`src/rtl/fetch_stage_pkg.sv`:
```
// Shared definitions for the instruction-fetch front end: FSM encodings,
// the NOP word and PC helpers.
package fetch_stage_pkg;

    typedef enum logic [1:0] {
        FS_START   = 2'd0,
        FS_FETCH   = 2'd1,
        FS_HOLD    = 2'd2,
        FS_DISCARD = 2'd3
    } fetch_state_t;

    localparam logic [31:0] NOP_WORD = 32'h0000_0000;
    localparam logic [31:0] PC_STEP  = 32'd4;

    function automatic logic [31:0] align_word(input logic [31:0] addr);
        return {addr[31:2], 2'b00};
    endfunction

endpackage

```
`src/rtl/fetch_stage_if_id_register.sv`:
```
// IF/ID output slot plus a one-entry skid buffer that catches a word
// returned while decode is stalled on the current slot contents.
module if_id_register
    import fetch_stage_pkg::*;
(
    input  logic        clock,
    input  logic        reset,
    input  logic        flush,
    input  logic        stall,
    input  logic        load,
    input  logic        skid_load,
    input  logic [31:0] word,
    input  logic [31:0] pc,
    output logic        if_valid,
    output logic [31:0] if_instruction,
    output logic [31:0] if_pc,
    output logic [31:0] if_pc_four
);

    logic        slot_valid_reg;
    logic [31:0] slot_instr_reg;
    logic [31:0] slot_pc_reg;
    logic [31:0] slot_pc_four_reg;

    logic        skid_valid_reg;
    logic [31:0] skid_instr_reg;
    logic [31:0] skid_pc_reg;

    always_ff @(posedge clock) begin
        if (reset) begin
            slot_valid_reg   <= 1'b0;
            slot_instr_reg   <= NOP_WORD;
            slot_pc_reg      <= 32'h0;
            slot_pc_four_reg <= 32'h0;
            skid_valid_reg   <= 1'b0;
            skid_instr_reg   <= NOP_WORD;
            skid_pc_reg      <= 32'h0;
        end else if (flush) begin
            slot_valid_reg <= 1'b0;
            slot_instr_reg <= NOP_WORD;
            skid_valid_reg <= 1'b0;
        end else begin
            if (load) begin
                slot_valid_reg   <= 1'b1;
                slot_instr_reg   <= word;
                slot_pc_reg      <= pc;
                slot_pc_four_reg <= pc + PC_STEP;
            end else if (skid_valid_reg && !stall) begin
                // Skid drains into the slot before any new fetch is accepted.
                slot_valid_reg   <= 1'b1;
                slot_instr_reg   <= skid_instr_reg;
                slot_pc_reg      <= skid_pc_reg;
                slot_pc_four_reg <= skid_pc_reg + PC_STEP;
                skid_valid_reg   <= 1'b0;
            end else if (!stall) begin
                slot_valid_reg <= 1'b0;
                slot_instr_reg <= NOP_WORD;
            end

            if (skid_load) begin
                skid_valid_reg <= 1'b1;
                skid_instr_reg <= word;
                skid_pc_reg    <= pc;
            end
        end
    end

    assign if_valid       = slot_valid_reg;
    assign if_instruction = slot_instr_reg;
    assign if_pc          = slot_pc_reg;
    assign if_pc_four     = slot_pc_four_reg;

endmodule

```
`src/rtl/fetch_stage.sv`:
```
// Instruction-fetch stage: owns the PC, runs the request/ready handshake
// with instruction memory and feeds the IF/ID slot; handles redirects.
module fetch_stage
    import fetch_stage_pkg::*;
#(
    parameter logic [31:0] RESET_PC = 32'h0000_0000
) (
    input  logic        clock,
    input  logic        reset,
    input  logic        stall,
    input  logic        redirect,
    input  logic [31:0] redirect_pc,
    output logic        imem_req,
    output logic [31:0] imem_addr,
    input  logic        imem_ready,
    input  logic [31:0] imem_data,
    output logic        if_valid,
    output logic [31:0] if_instruction,
    output logic [31:0] if_pc,
    output logic [31:0] if_pc_four,
    output logic        misaligned
);

    fetch_state_t state_reg;
    logic [31:0]  pc_reg;
    logic [31:0]  squash_addr_reg;
    logic         misaligned_reg;

    logic fetch_done;
    logic slot_free;
    logic slot_load;
    logic skid_load;

    assign fetch_done = (state_reg == FS_FETCH) && imem_ready && !redirect;
    assign slot_free  = !if_valid || !stall;
    assign slot_load  = fetch_done && slot_free;
    assign skid_load  = fetch_done && !slot_free;

    always_ff @(posedge clock) begin
        if (reset) begin
            state_reg       <= FS_START;
            pc_reg          <= RESET_PC;
            squash_addr_reg <= 32'h0;
            misaligned_reg  <= 1'b0;
        end else if (redirect) begin
            pc_reg <= align_word(redirect_pc);
            if (redirect_pc[1:0] != 2'b00)
                misaligned_reg <= 1'b1;
            case (state_reg)
                FS_FETCH: begin
                    // An outstanding request must still be completed, so keep
                    // presenting its address until memory answers.
                    if (imem_ready) begin
                        state_reg <= FS_FETCH;
                    end else begin
                        state_reg       <= FS_DISCARD;
                        squash_addr_reg <= pc_reg;
                    end
                end
                FS_DISCARD: state_reg <= imem_ready ? FS_FETCH : FS_DISCARD;
                default:    state_reg <= FS_FETCH;
            endcase
        end else begin
            case (state_reg)
                FS_START: state_reg <= FS_FETCH;
                FS_FETCH: begin
                    if (imem_ready) begin
                        pc_reg    <= pc_reg + PC_STEP;
                        state_reg <= slot_free ? FS_FETCH : FS_HOLD;
                    end
                end
                FS_HOLD: begin
                    if (!stall)
                        state_reg <= FS_FETCH;
                end
                FS_DISCARD: begin
                    if (imem_ready)
                        state_reg <= FS_FETCH;
                end
                default: state_reg <= FS_START;
            endcase
        end
    end

    assign imem_req   = (state_reg == FS_FETCH) || (state_reg == FS_DISCARD);
    assign imem_addr  = (state_reg == FS_DISCARD) ? squash_addr_reg : pc_reg;
    assign misaligned = misaligned_reg;

    if_id_register u_if_id (
        .clock          (clock),
        .reset          (reset),
        .flush          (redirect),
        .stall          (stall),
        .load           (slot_load),
        .skid_load      (skid_load),
        .word           (imem_data),
        .pc             (pc_reg),
        .if_valid       (if_valid),
        .if_instruction (if_instruction),
        .if_pc          (if_pc),
        .if_pc_four     (if_pc_four)
    );

endmodule

```
`config.mk`:
```
export PLATFORM = sky130hd
export DESIGN_NAME = fetch_stage
export DESIGN_NICKNAME = d
export VERILOG_FILES = /design/src/rtl/fetch_stage_pkg.sv /design/src/rtl/fetch_stage_if_id_register.sv /design/src/rtl/fetch_stage.sv
export SDC_FILE = /design/constraint.sdc
export NUM_CORES = 1
export LEC_CHECK = 0
export CAP_MARGIN = 5
export CORE_UTILIZATION = 30
export CTS_BUF_LIST = sky130_fd_sc_hd__clkbuf_8
export DETAILED_ROUTE_END_ITERATION = 8
export SLEW_MARGIN = 20
export SYNTH_ARGS = -nofsm -noshare
export SYNTH_HDL_FRONTEND = slang
export SYNTH_SLANG_ARGS = --single-unit
export TNS_END_PERCENT = 1
```
`constraint.sdc`:
```
create_clock -name clock -period 2.3 [get_ports clock]
set_input_delay 0.46 -clock clock [delete_from_list [all_inputs] [get_ports clock]]
set_output_delay 0.46 -clock clock [all_outputs]
set_load 0.05 [all_outputs]
```
# After elaboration in Yosys (flattened, before gate mapping)
# Index checks and enable logic that the tools add are counted.
[word_totals]
register_bits = 229
in_bits = 69
output_inout_bits = 131
word_cells = 76
[classes]
addsub = 2
eq_ne = 8
n_mux = 25
n_bitwise = 2
reduce_logical = 27
[ops]
columns = ["cell", "count"]
rows = [
  ["32-bit two-way mux", 11],
  ["32-bit by 3-bit adder with 32-bit output, second input constant", 2],
  ["2-bit two-way mux", 7],
  ["2-bit AND reduction", 6],
  ["2-bit nonzero test", 5],
  ["3-bit inequality test, second input constant", 3],
  ["2-bit case mux with 4 select lines", 1],
  ["1-bit two-way mux", 6],
  ["3-bit AND reduction", 2],
  ["1-bit logical AND", 5],
  ["2-bit equality test, second input constant", 2],
  ["1-bit logical NOT", 4],
  ["2-bit OR reduction", 2],
  ["3-bit by 1-bit inequality test with 1-bit output, second input constant", 1],
  ["2-bit by 1-bit equality test with 1-bit output, second input constant", 1],
  ["2-bit logical NOT", 1],
  ["1-bit logical OR", 2],
  ["2-bit by 1-bit inequality test with 1-bit output, second input constant", 1],
  ["1-bit inverter", 2],
]

# Longest topological paths before layout
# Gate-level depths: netlist (run 1).
[logic_depth]
word_depth = 6
mapped_depth = 8
depth_no_buf = 6

# Cells and area by module
# A second synthesis (run 1) with hierarchy kept.
[unflattened]
cells_unflattened = 1337
hier_area_um2 = 10672.7
[modules_own_cells]
columns = ["mod", "n_inst", "cells_each", "area_per_inst_um2", "seq_area_each_um2"]
rows = [
  ["if_id_register", 1, 912, 7252.0, 3203.1],
  ["fetch_stage", 1, 425, 3420.8, 1261.2],
]

# Least setup slack after synthesis (run 1)
# No wires, ideal clock.
[synth_timing]
path_kind = "input to register"
start = "input port stall"
end = "register u_if_id.slot_pc_four_reg[26] (netlist: u_if_id.if_pc_four[26])"
setup_time_ps = 74
arrival_time_ps = 1964
t_required_ps = 2226
setup_slack_ps = 262
stages = 7
n_path_buf = 2
cell_sequence = "buf_2 -> or3b_1 -> a31oi_1 -> buf_2 -> nand2_1 -> mux2_2 -> a31oi_1"
[synth_via]
elab_chain_len = 5
word_cells_on_any_way = 7
cone_classes = "mux (1); reduce/logical (6)"
[synth_lines]
columns = ["element", "line", "rtl"]
rows = [
  ["start: declaration", "fetch_stage.sv:10", "input logic stall,"],
  ["1-bit logical NOT (*)", "fetch_stage_if_id_register.sv:48, fetch_stage.sv:35", ""],
  ["1-bit logical OR", "fetch_stage.sv:35", "assign slot_free = !if_valid || !stall;"],
  ["1-bit logical AND", "fetch_stage.sv:36", "assign slot_load = fetch_done && slot_free;"],
  ["2-bit nonzero test (no line)", "-", ""],
  ["2-bit AND reduction (no line)", "-", ""],
  ["end signal: assignment", "fetch_stage_if_id_register.sv:47", "slot_pc_four_reg <= pc + PC_STEP;"],
  ["end signal: assignment", "fetch_stage_if_id_register.sv:53", "slot_pc_four_reg <= skid_pc_reg + PC_STEP;"],
  ["end: declaration", "fetch_stage_if_id_register.sv:23", "logic [31:0] slot_pc_four_reg;"],
]
# Every way passes the cells marked *; elsewhere a longest branch is shown, timed or not.
# A chain may end at the register's enable or synchronous reset.

# Final worst setup path (run 1)
[layout_timing]
start = "register u_if_id.slot_pc_four_reg[14] (netlist: u_if_id.if_pc_four[14])"
end = "output port if_pc_four[14]"
[layout_lines]
columns = ["element", "line", "rtl"]
rows = [
  ["end: declaration", "fetch_stage.sv:20", "output logic [31:0] if_pc_four,"],
]
# No word-level cell between the ends.

==> impl_metrics.py, run 1 <==
metrics = {
    "global_route": {
        "grt_pass1_wl_um": 56410,
        "grt_max_degree": 82,
        "grt_overflow_total": 0,
        "grt_usage_pct": 19.54,
        "antenna_found_initial": 2,
        "first_global_vias": 10018,
    },
    "yosys": {
        "synth.top_cell.area_share_pct": 40.96,
        "synth.area.top_cells": "dfxtp_1, nand2_1, nor2_1, a21oi_1, a211oi_1",
        "synth_cell_types": 61,
        "yosysTopAreaCell": "dfxtp_1",
        "synth-main-ff-cell": "dfxtp_1",
        "syn-cell-area_um2": 10700,
        "synth_seq_area_share_pct": 40.96,
        "yosysWarnings": 0,
        "synth-edff-count": 0,
        "syn_avg_cell_area_um2": 7.678,
        "ys_ff_latch": 219,
        "synth_cells": 1394,
        "ys_async_sr_fraction_pct": 0,
    },
    "run": {
        "maxCapViolations": 0,
    },
    "detailed_routing": {
        "via_per_inst": 5.120,
        "routedWlPerCell_um": 17.48,
        "wl_um": 36380,
        "drtIter0Drc": 834,
        "drt_drc_violations_left": 0,
        "num_vias": 10660,
        "drt_first_pass_iters": 7,
        "antenna_left": 0,
    },
    "pwr": {
        "internal-power_w": 0.006614,
        "powerDensity_nw_per_um2": 627.9,
        "switching_power_w": 0.002695,
        "p_seq_share_pct": 43.2,
        "swShare_pct": 28.95,
        "p_leak_nw": 5.312,
        "p_clk_share_pct": 40.7,
        "ir_drop_v": 0.0003500,
        "power_frac_comb_pct": 16.0,
    },
    "worst_setup_path": {
        "worstSetupEndpointType": "primary output",
        "cpPeakStageDelay_ns": 0.84,
        "worst-path-max-fanout": 2,
        "crit_slowest_cell": "clkdlybuf4s50_1",
        "worstPathRequired_ns": 1.84,
        "cp_top_family": "buffers and inverters",
        "crit_chain": "clkdlybuf4s50_1",
        "worst_setup_path_start_kind": "flip-flop",
        "crit_type": "flip-flop to primary output",
        "path_buf_inv": 1,
        "arrival_ns": 1.81,
    },
    "sta": {
        "fin_crit_ns": 2.270,
        "clock.fmax_ghz": 0.4406,
        "timing.final.hold_violations": 0,
        "fin_crit_sh_pct": 98.68,
        "maxSlewViolCount": 0,
        "grt_setup_unrepaired": "yes",
        "relSlewSlack_pct": 48.61,
        "finClkSkew_ns": 0.02596,
        "worstMarginPinSlew_ns": 0.7708,
        "setup_viol": 0,
        "finalSetupTns_ns": 0,
    },
    "cts": {
        "clk_latency_ns": 0.55,
        "numCtsBuffers": 42,
        "clock_sinks": 219,
        "path_clk_slew_ns": 0.06,
        "cts_tree": "yes",
        "clockBufferDepth": 3,
        "htree_num_levels": 2,
        "root_buffer": "clkbuf_8",
    },
    "place": {
        "post-dp-hpwl_um": 24700,
        "portBuffers": 193,
        "gp_congestion": 0.8648,
    },
    "finish": {
        "drive_above_1_share_pct": 15.45,
        "synthToLayoutAreaGrowth_pct": 38.52,
        "nNetsFinal": 1666,
        "fin_util_pct": 42.60,
    },
    "floorplanning": {
        "core_area_um2": 34800,
        "initial_core_util_pct": 30.76,
        "die_x_um": 190.9,
        "die_area_um2": 36440,
        "rows": 68,
        "ios": 200,
        "dieHeight_um": 190.9,
    },
    "run_status": {
        "status": "finished, final reports clean",
    },
    "worst_hold_path": {
        "holdCritPathClass": "input port to flip-flop",
    },
}
layout make-up:
type	instances	area, µm²
Fill cell	3433	19970
Multi-Input combinational cell	1026	5752
Sequential cell	219	4392
Timing Repair Buffer	295	3237
Clock buffer	54	743.2
Tap cell	455	569.3
Clock inverter	20	86.33
Inverter	11	41.29
Antenna cell	2	5.005
cell usage in the layout (no fill, tap or decap), types with 6 or more instances in the layout:
cell type        Yosys  routed
nand4_1             20      20
and2_1               6       6
nor3_1              57      57
a311oi_1            37      37
and4_1               8       8
nand3_1             33      32
inv_1               11      28
clkbuf_8             0      54
buf_4                9      86
xor2_1              33      33
conb_1               1       6
o21ai_0              8       8
buf_12               0      48
nor2_1             154     152
and3_1               9       9
xnor2_1             35      35
clkdlybuf4s50_1      0     153
dfxtp_1            219     217
a211oi_1            64      64
nor4_1               8       8
mux2i_1              8       8
o21bai_1             7       7
a21oi_1            108     108
nand2_1            326     325
mux2_2              32      30
synthesized netlist by cell type, types with 7 or more instances:
| cell type | number |
|---|---|
| nand4_1 | 20 |
| clkbuf_1 | 107 |
| dfxtp_1 | 219 |
| nor4_1 | 8 |
| nand2_1 | 326 |
| a211oi_1 | 64 |
| nor2_1 | 154 |
| o21ai_0 | 8 |
| mux2_2 | 32 |
| nand3_1 | 33 |
| xor2_1 | 33 |
| and4_1 | 8 |
| mux2i_1 | 8 |
| buf_4 | 9 |
| and3_1 | 9 |
| a311oi_1 | 37 |
| o21bai_1 | 7 |
| xnor2_1 | 35 |
| buf_2 | 22 |
| inv_1 | 11 |
| a21oi_1 | 108 |
| nor3_1 | 57 |
kinds of logic after synthesis:
family / count (synthesis) / share of synthesized area (%)
XOR/XNOR: 68 / 5.565
flip-flops: 219 / 40.96
buffers and inverters: 154 / 5.985
AO/OA/AOI/OAI: 257 / 16.16
multiplexers: 40 / 4.115
other: 1 / 0.03504
AND/OR/NAND/NOR: 653 / 26.95
adder cells (fa/ha/maj): 2 / 0.2338
repair_timing:
item	in CTS	in global routing
gates resized for setup	9	5
setup endpoints to repair	32	19
pin swaps	1	0
setup buffers	0	0
cloned	1	0
hold buffers	0	0
power groups by stage:
stage / registers (W) / logic [W] / clock network (W)
6_report: 0.00402 / 0.00149 / 0.00379
5_1_grt: 0.00403 / 0.00158 / 0.00408
4_1_cts: 0.00402 / 0.00150 / 0.00390
3_5_place_dp: 0.00410 / 0.00149 / 0
3_3_place_gp: 0.00410 / 0.00149 / 0
2_1_floorplan: 0.00427 / 0.000646 / 0
metal layers:
layer | GRT usage [%] | routed length [µm]
met1 | 26.32 | 16110
met5 | 0 | 0
met3 | 3.165 | 2093
met4 | 7.631 | 1227
met2 | 30.96 | 16950
tightest hold or removal path: stages:
cell and delay [ns]:
buf_2 0.13, buf_4 0.17, nand3_1 0.08, a21oi_1 0.06
path summary, 6_finish.rpt:
check	from	cells past startpoint	to	slack [ns]
worst max register to register	u_if_id.skid_pc_reg[2]	6	u_if_id.if_pc_four[26]	0.15
worst min register to register	squash_addr_reg[23]	2	squash_addr_reg[23]	0.45
worst max-delay path	u_if_id.if_pc_four[14]	1	if_pc_four[14]	0.03
worst min-delay path	stall	4	u_if_id.skid_valid_reg	0.41
stage by stage:
| step | instance area, µm² | instances | total power (W) | hold WS, ns | worst slack [ns] |
|---|---|---|---|---|---|
| after global routing | 14820 | 2081 | 0.009693 | 0.4155 | -0.003015 |
| final | 14830 | 2082 | 0.009309 | 0.4069 | 0.03043 |
| after global placement | 13940 | 2005 | 0.005589 | 0.4397 | -0.005702 |
| after floorplan | 10720 | 1399 | 0.004912 | 0.4338 | 0.2620 |
| after detailed placement | 13940 | 2005 | 0.005594 | 0.4365 | -0.01239 |
| after CTS | 14810 | 2080 | 0.009425 | 0.3806 | -0.003674 |
Note: power is estimated with default switching activity, not from simulation.
==> inputs of run 2 (changes only) <==
Settings changed: CORE_UTILIZATION 30 to 54, PLACE_DENSITY set to 0.82.
==> run 2 against run 1 <==
Effect of this change: clock skew shrank 0.0033 ns; fmax grew 1.4%; power shrank 2.8%; combinational power is essentially flat; critical path type unchanged; utilization grew 32 points; clock-buffer cell count shrank 2; design area shrank 2.6%; flip-flop and latch count is the same.
==> impl_metrics.py, run 2 (synthesized netlist as in run 1, its figures left out) <==
metrics = {
    "run_status": {
        "status": "finished, final reports clean",
    },
    "run": {
        "maxCapViolations": 0,
    },
    "finish": {
        "mostFrequentLayoutCells": "nand2_1, dfxtp_1, clkdlybuf4s50_1, nor2_1, a21oi_1",
        "fin_util_pct": 74.19,
        "drive_above_1_share_pct": 14.86,
        "final_common_cell": "nand2_1",
        "synthToLayoutAreaGrowth_pct": 34.92,
        "nNetsFinal": 1655,
        "n_antenna_cell": 0,
        "fill_cells": 1433,
    },
    "cts": {
        "htree_num_levels": 2,
        "cts_tree": "yes",
        "clock_sinks": 219,
        "clk_latency_ns": 0.52,
        "clockBufferDepth": 3,
        "cts_setup_buffers": 0,
        "path_clk_slew_ns": 0.06,
        "root_buffer": "clkbuf_8",
        "numCtsBuffers": 37,
        "hold_buffers": 0,
    },
    "worst_setup_path": {
        "crit_path_frequent_cell": "buf_12",
        "cpPeakStageDelay_ns": 0.40,
        "crit_type": "flip-flop to primary output",
        "worstPathRequired_ns": 1.84,
        "crit_slowest_cell": "mux2_2",
        "worst_setup_path_start_kind": "flip-flop",
        "crit_chain": "nand2_4, buf_12, mux2_2, buf_12",
        "cp_top_family": "multiplexers",
        "worstSetupEndpointType": "primary output",
        "path_buf_inv": 2,
        "arrival_ns": 1.78,
        "worst-path-max-fanout": 15,
    },
    "place": {
        "post-dp-hpwl_um": 22180,
        "portBuffers": 193,
        "gp_congestion": 0.9137,
    },
    "floorplanning": {
        "rows": 51,
        "dieHeight_um": 142.8,
        "core_area_um2": 19460,
        "die_area_um2": 20390,
        "ios": 200,
        "die_x_um": 142.8,
        "initial_core_util_pct": 54.99,
    },
    "global_route": {
        "grt_overflow_total": 0,
        "first_global_vias": 10131,
        "grt_usage_pct": 31.85,
        "grt_max_degree": 121,
        "antenna_found_initial": 0,
        "grt_pass1_wl_um": 51600,
    },
    "pwr": {
        "powerDensity_nw_per_um2": 626.3,
        "p_leak_nw": 5.152,
        "ir_drop_v": 0.0005279,
    },
    "detailed_routing": {
        "num_vias": 10970,
        "drt_first_pass_iters": 5,
        "via_per_inst": 5.857,
        "drt_drc_violations_left": 0,
        "wl_um": 33090,
        "routedWlPerCell_um": 17.67,
        "drtIter0Drc": 1101,
        "antenna_left": 0,
    },
    "sta": {
        "timing.final.hold_violations": 0,
        "finalSetupTns_ns": 0,
        "hold_slack_ns": 0.2758,
        "clock.fmax_ghz": 0.4470,
        "worstMarginPinSlew_ns": 0.6335,
        "grt_setup_unrepaired": "no",
        "finClkSkew_ns": 0.02262,
        "fin_crit_sh_pct": 97.27,
        "fin_crit_ns": 2.237,
        "relSlewSlack_pct": 57.77,
        "setup_viol": 0,
        "maxSlewViolCount": 0,
    },
    "worst_hold_path": {
        "holdCritPathClass": "input port to flip-flop",
    },
}
## run 2: repair_timing
item / 4_1_cts / 5_1_grt
gates cloned: 0 / 1
endpoints found under the setup margin: 31 / 31
gates resized for setup: 2 / 4
pin swaps: 0 / 0
## run 2: power by group
part / internal, W / leakage, nW / total [W] / switching (W)
Sequential: 0.00391 / 1.78 / 0.00402 / 0.000114
Clock: 0.00199 / 0.430 / 0.00354 / 0.00155
Combinational: 0.000602 / 2.94 / 0.00147 / 0.000873
## run 2: final cells by class
type | instances | area [µm²] | share of cell area, %
inverter | 11 | 41.29 | 0.2859
sequential | 219 | 4387 | 30.38
clock inverter | 11 | 43.79 | 0.3033
tap | 265 | 331.6 | 2.296
timing repair buffer | 289 | 3177 | 22.00
multi-input combinational | 1026 | 5744 | 39.78
clock buffer | 52 | 715.7 | 4.956
## run 2: worst paths after layout
check / start / to / slack (ns) / cells past startpoint
worst min-delay path: reset / u_if_id.skid_instr_reg[6] / 0.28 / 2
worst max-delay path: state_reg[0] / imem_addr[31] / 0.06 / 4
worst min register to register: squash_addr_reg[29] / squash_addr_reg[29] / 0.45 / 2
worst max register to register: u_if_id.skid_pc_reg[2] / u_if_id.if_pc_four[26] / 0.18 / 6
## run 2: metrics by stage
step	total power (W)	instance area, µm²	instances	worst slack [ns]
4_1_cts	0.009056	14400	1872	0.01063
3_5_place_dp	0.005558	13640	1809	-0.04377
5_1_grt	0.009328	14440	1873	0.03056
3_3_place_gp	0.005538	13640	1809	-0.02913
2_1_floorplan	0.004912	10720	1399	0.2620
6_report	0.009044	14440	1873	0.06272
## run 2: per-layer routing
layer / up-vias / GRT usage [%] / part of all wire (%)
met1: 5152 / 40.71 / 40
met5: - / 0 / 0
li1: 5163 / - / -
met3: 121 / 4.527 / 7.8
met2: 534 / 52.22 / 47
met4: 0 / 16.64 / 4.9
==> inputs of run 3 (changes only) <==
Settings changed: CORE_UTILIZATION 54 to 49, PLACE_DENSITY 0.82 to 0.79.
Clock period 2.3 ns to 1.8 ns, I/O delays scaled along.
==> run 3 against run 2 <==
Effect of this change: the flow now finishes with violations (setup timing); largest cell class unchanged; sequential share of layout area fell by 1.3 points; power rose by 29%; via count rose by 4.1%; combinational power rose by 37%.
==> impl_metrics.py, run 3 (synthesized netlist as in run 1, its figures left out) <==
metrics = {
    "finish": {
        "mostFrequentLayoutCells": "nand2_1, buf_4, dfxtp_1, nor2_1, a21oi_1",
        "final_common_cell": "nand2_1",
        "synthToLayoutAreaGrowth_pct": 41.48,
        "drive_above_1_share_pct": 26.34,
        "fill_cells": 1581,
        "nNetsFinal": 1723,
    },
    "global_route": {
        "grt-busiest-layer": "met2",
        "grt_usage_pct": 31.15,
        "grt_max_degree": 81,
        "gr-usage-met3_pct": 4.787,
        "antenna_found_initial": 1,
        "first_global_vias": 10852,
        "grt_pass1_wl_um": 55380,
        "globalRouteMet2Util_pct": 50.37,
        "met1_usage_pct": 39.83,
        "grt_overflow_total": 0,
    },
    "floorplanning": {
        "initial_core_util_pct": 50.44,
        "core_area_um2": 21220,
        "die_area_um2": 22440,
        "dieHeight_um": 149.8,
        "ios": 200,
        "die_x_um": 149.8,
        "rows": 53,
    },
    "worst_hold_path": {
        "holdCritPathClass": "input port to flip-flop",
        "hp-start": "reset",
        "hold_path_end": "state_reg[1]",
        "whs_path_depth": 2,
    },
    "worst_setup_path": {
        "r2r_end": "u_if_id.if_pc_four[27]",
        "r2r_slack_ns": -0.13,
        "cp_top_family": "buffers and inverters",
        "worst_setup_path_start_kind": "flip-flop",
        "worstPathRequired_ns": 1.44,
        "arrival_ns": 1.73,
        "worst-path-max-fanout": 8,
        "crit_slowest_cell": "dfxtp_4",
        "worstSetupEndpointType": "primary output",
        "crit_type": "flip-flop to primary output",
        "r2r_cells": 6,
        "cpPeakStageDelay_ns": 0.37,
        "crit_path_frequent_cell": "buf_12",
        "rr_startpoint": "u_if_id.skid_pc_reg[13]",
        "path_buf_inv": 3,
        "crit_chain": "nand2_8, buf_12, buf_16, mux2_4, buf_12",
    },
    "cts": {
        "cts_tree": "yes",
        "htree_num_levels": 2,
        "numCtsBuffers": 37,
        "hold_buffers": 0,
        "clock_sinks": 219,
        "path_clk_slew_ns": 0.06,
        "clk_latency_ns": 0.56,
        "clockBufferDepth": 3,
        "root_buffer": "clkbuf_8",
    },
    "run_status": {
        "violations": "setup timing",
        "status": "complete, but fails checks",
    },
    "place": {
        "post-dp-hpwl_um": 23170,
        "portBuffers": 193,
        "gp_congestion": 0.9030,
    },
    "sta": {
        "setup_viol": 49,
        "timing.final.hold_violations": 0,
        "finClkSkew_ns": 0.04269,
        "grt_setup_unrepaired": "yes",
        "finalSetupTns_ns": -8.572,
        "postLayoutSetupSlackWorst_ns": -0.2874,
        "fin_crit_sh_pct": 116.0,
        "hold_slack_ns": 0.1855,
        "fin_crit_ns": 2.087,
        "maxSlewViolCount": 0,
        "clock.fmax_ghz": 0.4791,
        "worstMarginPinSlew_ns": 0.6280,
        "relSlewSlack_pct": 58.13,
    },
    "detailed_routing": {
        "antenna_left": 0,
        "drtIter0Drc": 935,
        "wl_um": 35400,
        "via_per_inst": 5.857,
        "num_vias": 11422,
        "drt_first_pass_iters": 8,
        "drt_drc_violations_left": 0,
        "routedWlPerCell_um": 18.16,
    },
    "pwr": {
        "p_leak_nw": 5.903,
        "powerDensity_nw_per_um2": 768.0,
        "ir_drop_v": 0.0004675,
        "finalPower_w": 0.01163,
    },
    "run": {
        "maxCapViolations": 0,
    },
}
-- run 3: cell count changes in the layout (fill, tap and decap cells not counted), sizes merged --
cell	change
buf	+164
clkdlybuf4s50	-93
clkbuf	-6
clkinvlp	+2
bufinv	+1
diode	+1
dlygate4sd2	-1
dlymetal6s2s	-1
-- run 3: final cells by class --
| class | count | area [µm²] | share of cell area (%) |
|---|---|---|---|
| multi-input cells | 1026 | 6080 | 40.15 |
| repair buffers | 357 | 3537 | 23.36 |
| clock buffers | 47 | 646.9 | 4.272 |
| flip-flops and latches | 219 | 4402 | 29.07 |
| inverters | 11 | 41.29 | 0.2727 |
| well taps | 275 | 344.1 | 2.272 |
| clock inverters | 14 | 88.84 | 0.5867 |
| diodes | 1 | 2.502 | 0.01653 |
-- run 3: timing repair --
item | in CTS | in global routing
buffers inserted | 5 | 0
pin swaps | 14 | 16
setup endpoints to repair | 53 | 173
gates cloned | 3 | 0
endpoints found under the hold margin | 0 | 0
gates resized for setup | 64 | 33
-- run 3: power breakdown --
part / total (W) / internal (W) / switching (W)
Clock: 0.00449 / 0.00247 / 0.00202
Sequential: 0.00513 / 0.00500 / 0.000131
Combinational: 0.00201 / 0.000831 / 0.00117
Total: 0.0116 / 0.00830 / 0.00333
-- run 3: worst max path at each step --
stage	startpoint	to	slack [ns]	cells after the start
CTS	state_reg[1]	imem_addr[6]	-0.34	5
finish	state_reg[0]	imem_addr[18]	-0.29	5
global route	state_reg[0]	imem_addr[24]	-0.32	5
floorplan	stall	u_if_id.if_pc_four[26]	-0.14	7
detailed placement	redirect	u_if_id.if_pc_four[26]	-0.40	7
global placement	redirect	u_if_id.if_pc_four[26]	-0.34	7
-- run 3: worst register-to-register path, cell delays in order (launching register included) --
cell	delay, ns
dfxtp_1	0.35
nand4_2	0.16
or3_1	0.38
buf_6	0.17
o311a_1	0.38
a311oi_2	0.24
a21oi_1	0.10
-- run 3: through the flow --
stage | worst slack [ns] | cells | utilization (%) | area (µm²)
6_report | -0.2874 | 1950 | 71.36 | 15140
5_1_grt | -0.3184 | 1950 | 71.36 | 15140
4_1_cts | -0.3362 | 1951 | 70.84 | 15030
3_5_place_dp | -0.3958 | 1882 | 65.65 | 13930
3_3_place_gp | -0.3437 | 1882 | 65.65 | 13930
2_1_floorplan | -0.1380 | 1399 | - | 10750
-- run 3: metal layers --
layer / wire (µm) / vias up
met5: 0 / -
met4: 1799 / 0
met3: 2825 / 140
met2: 16620 / 621
met1: 14160 / 5368
li1: - / 5293
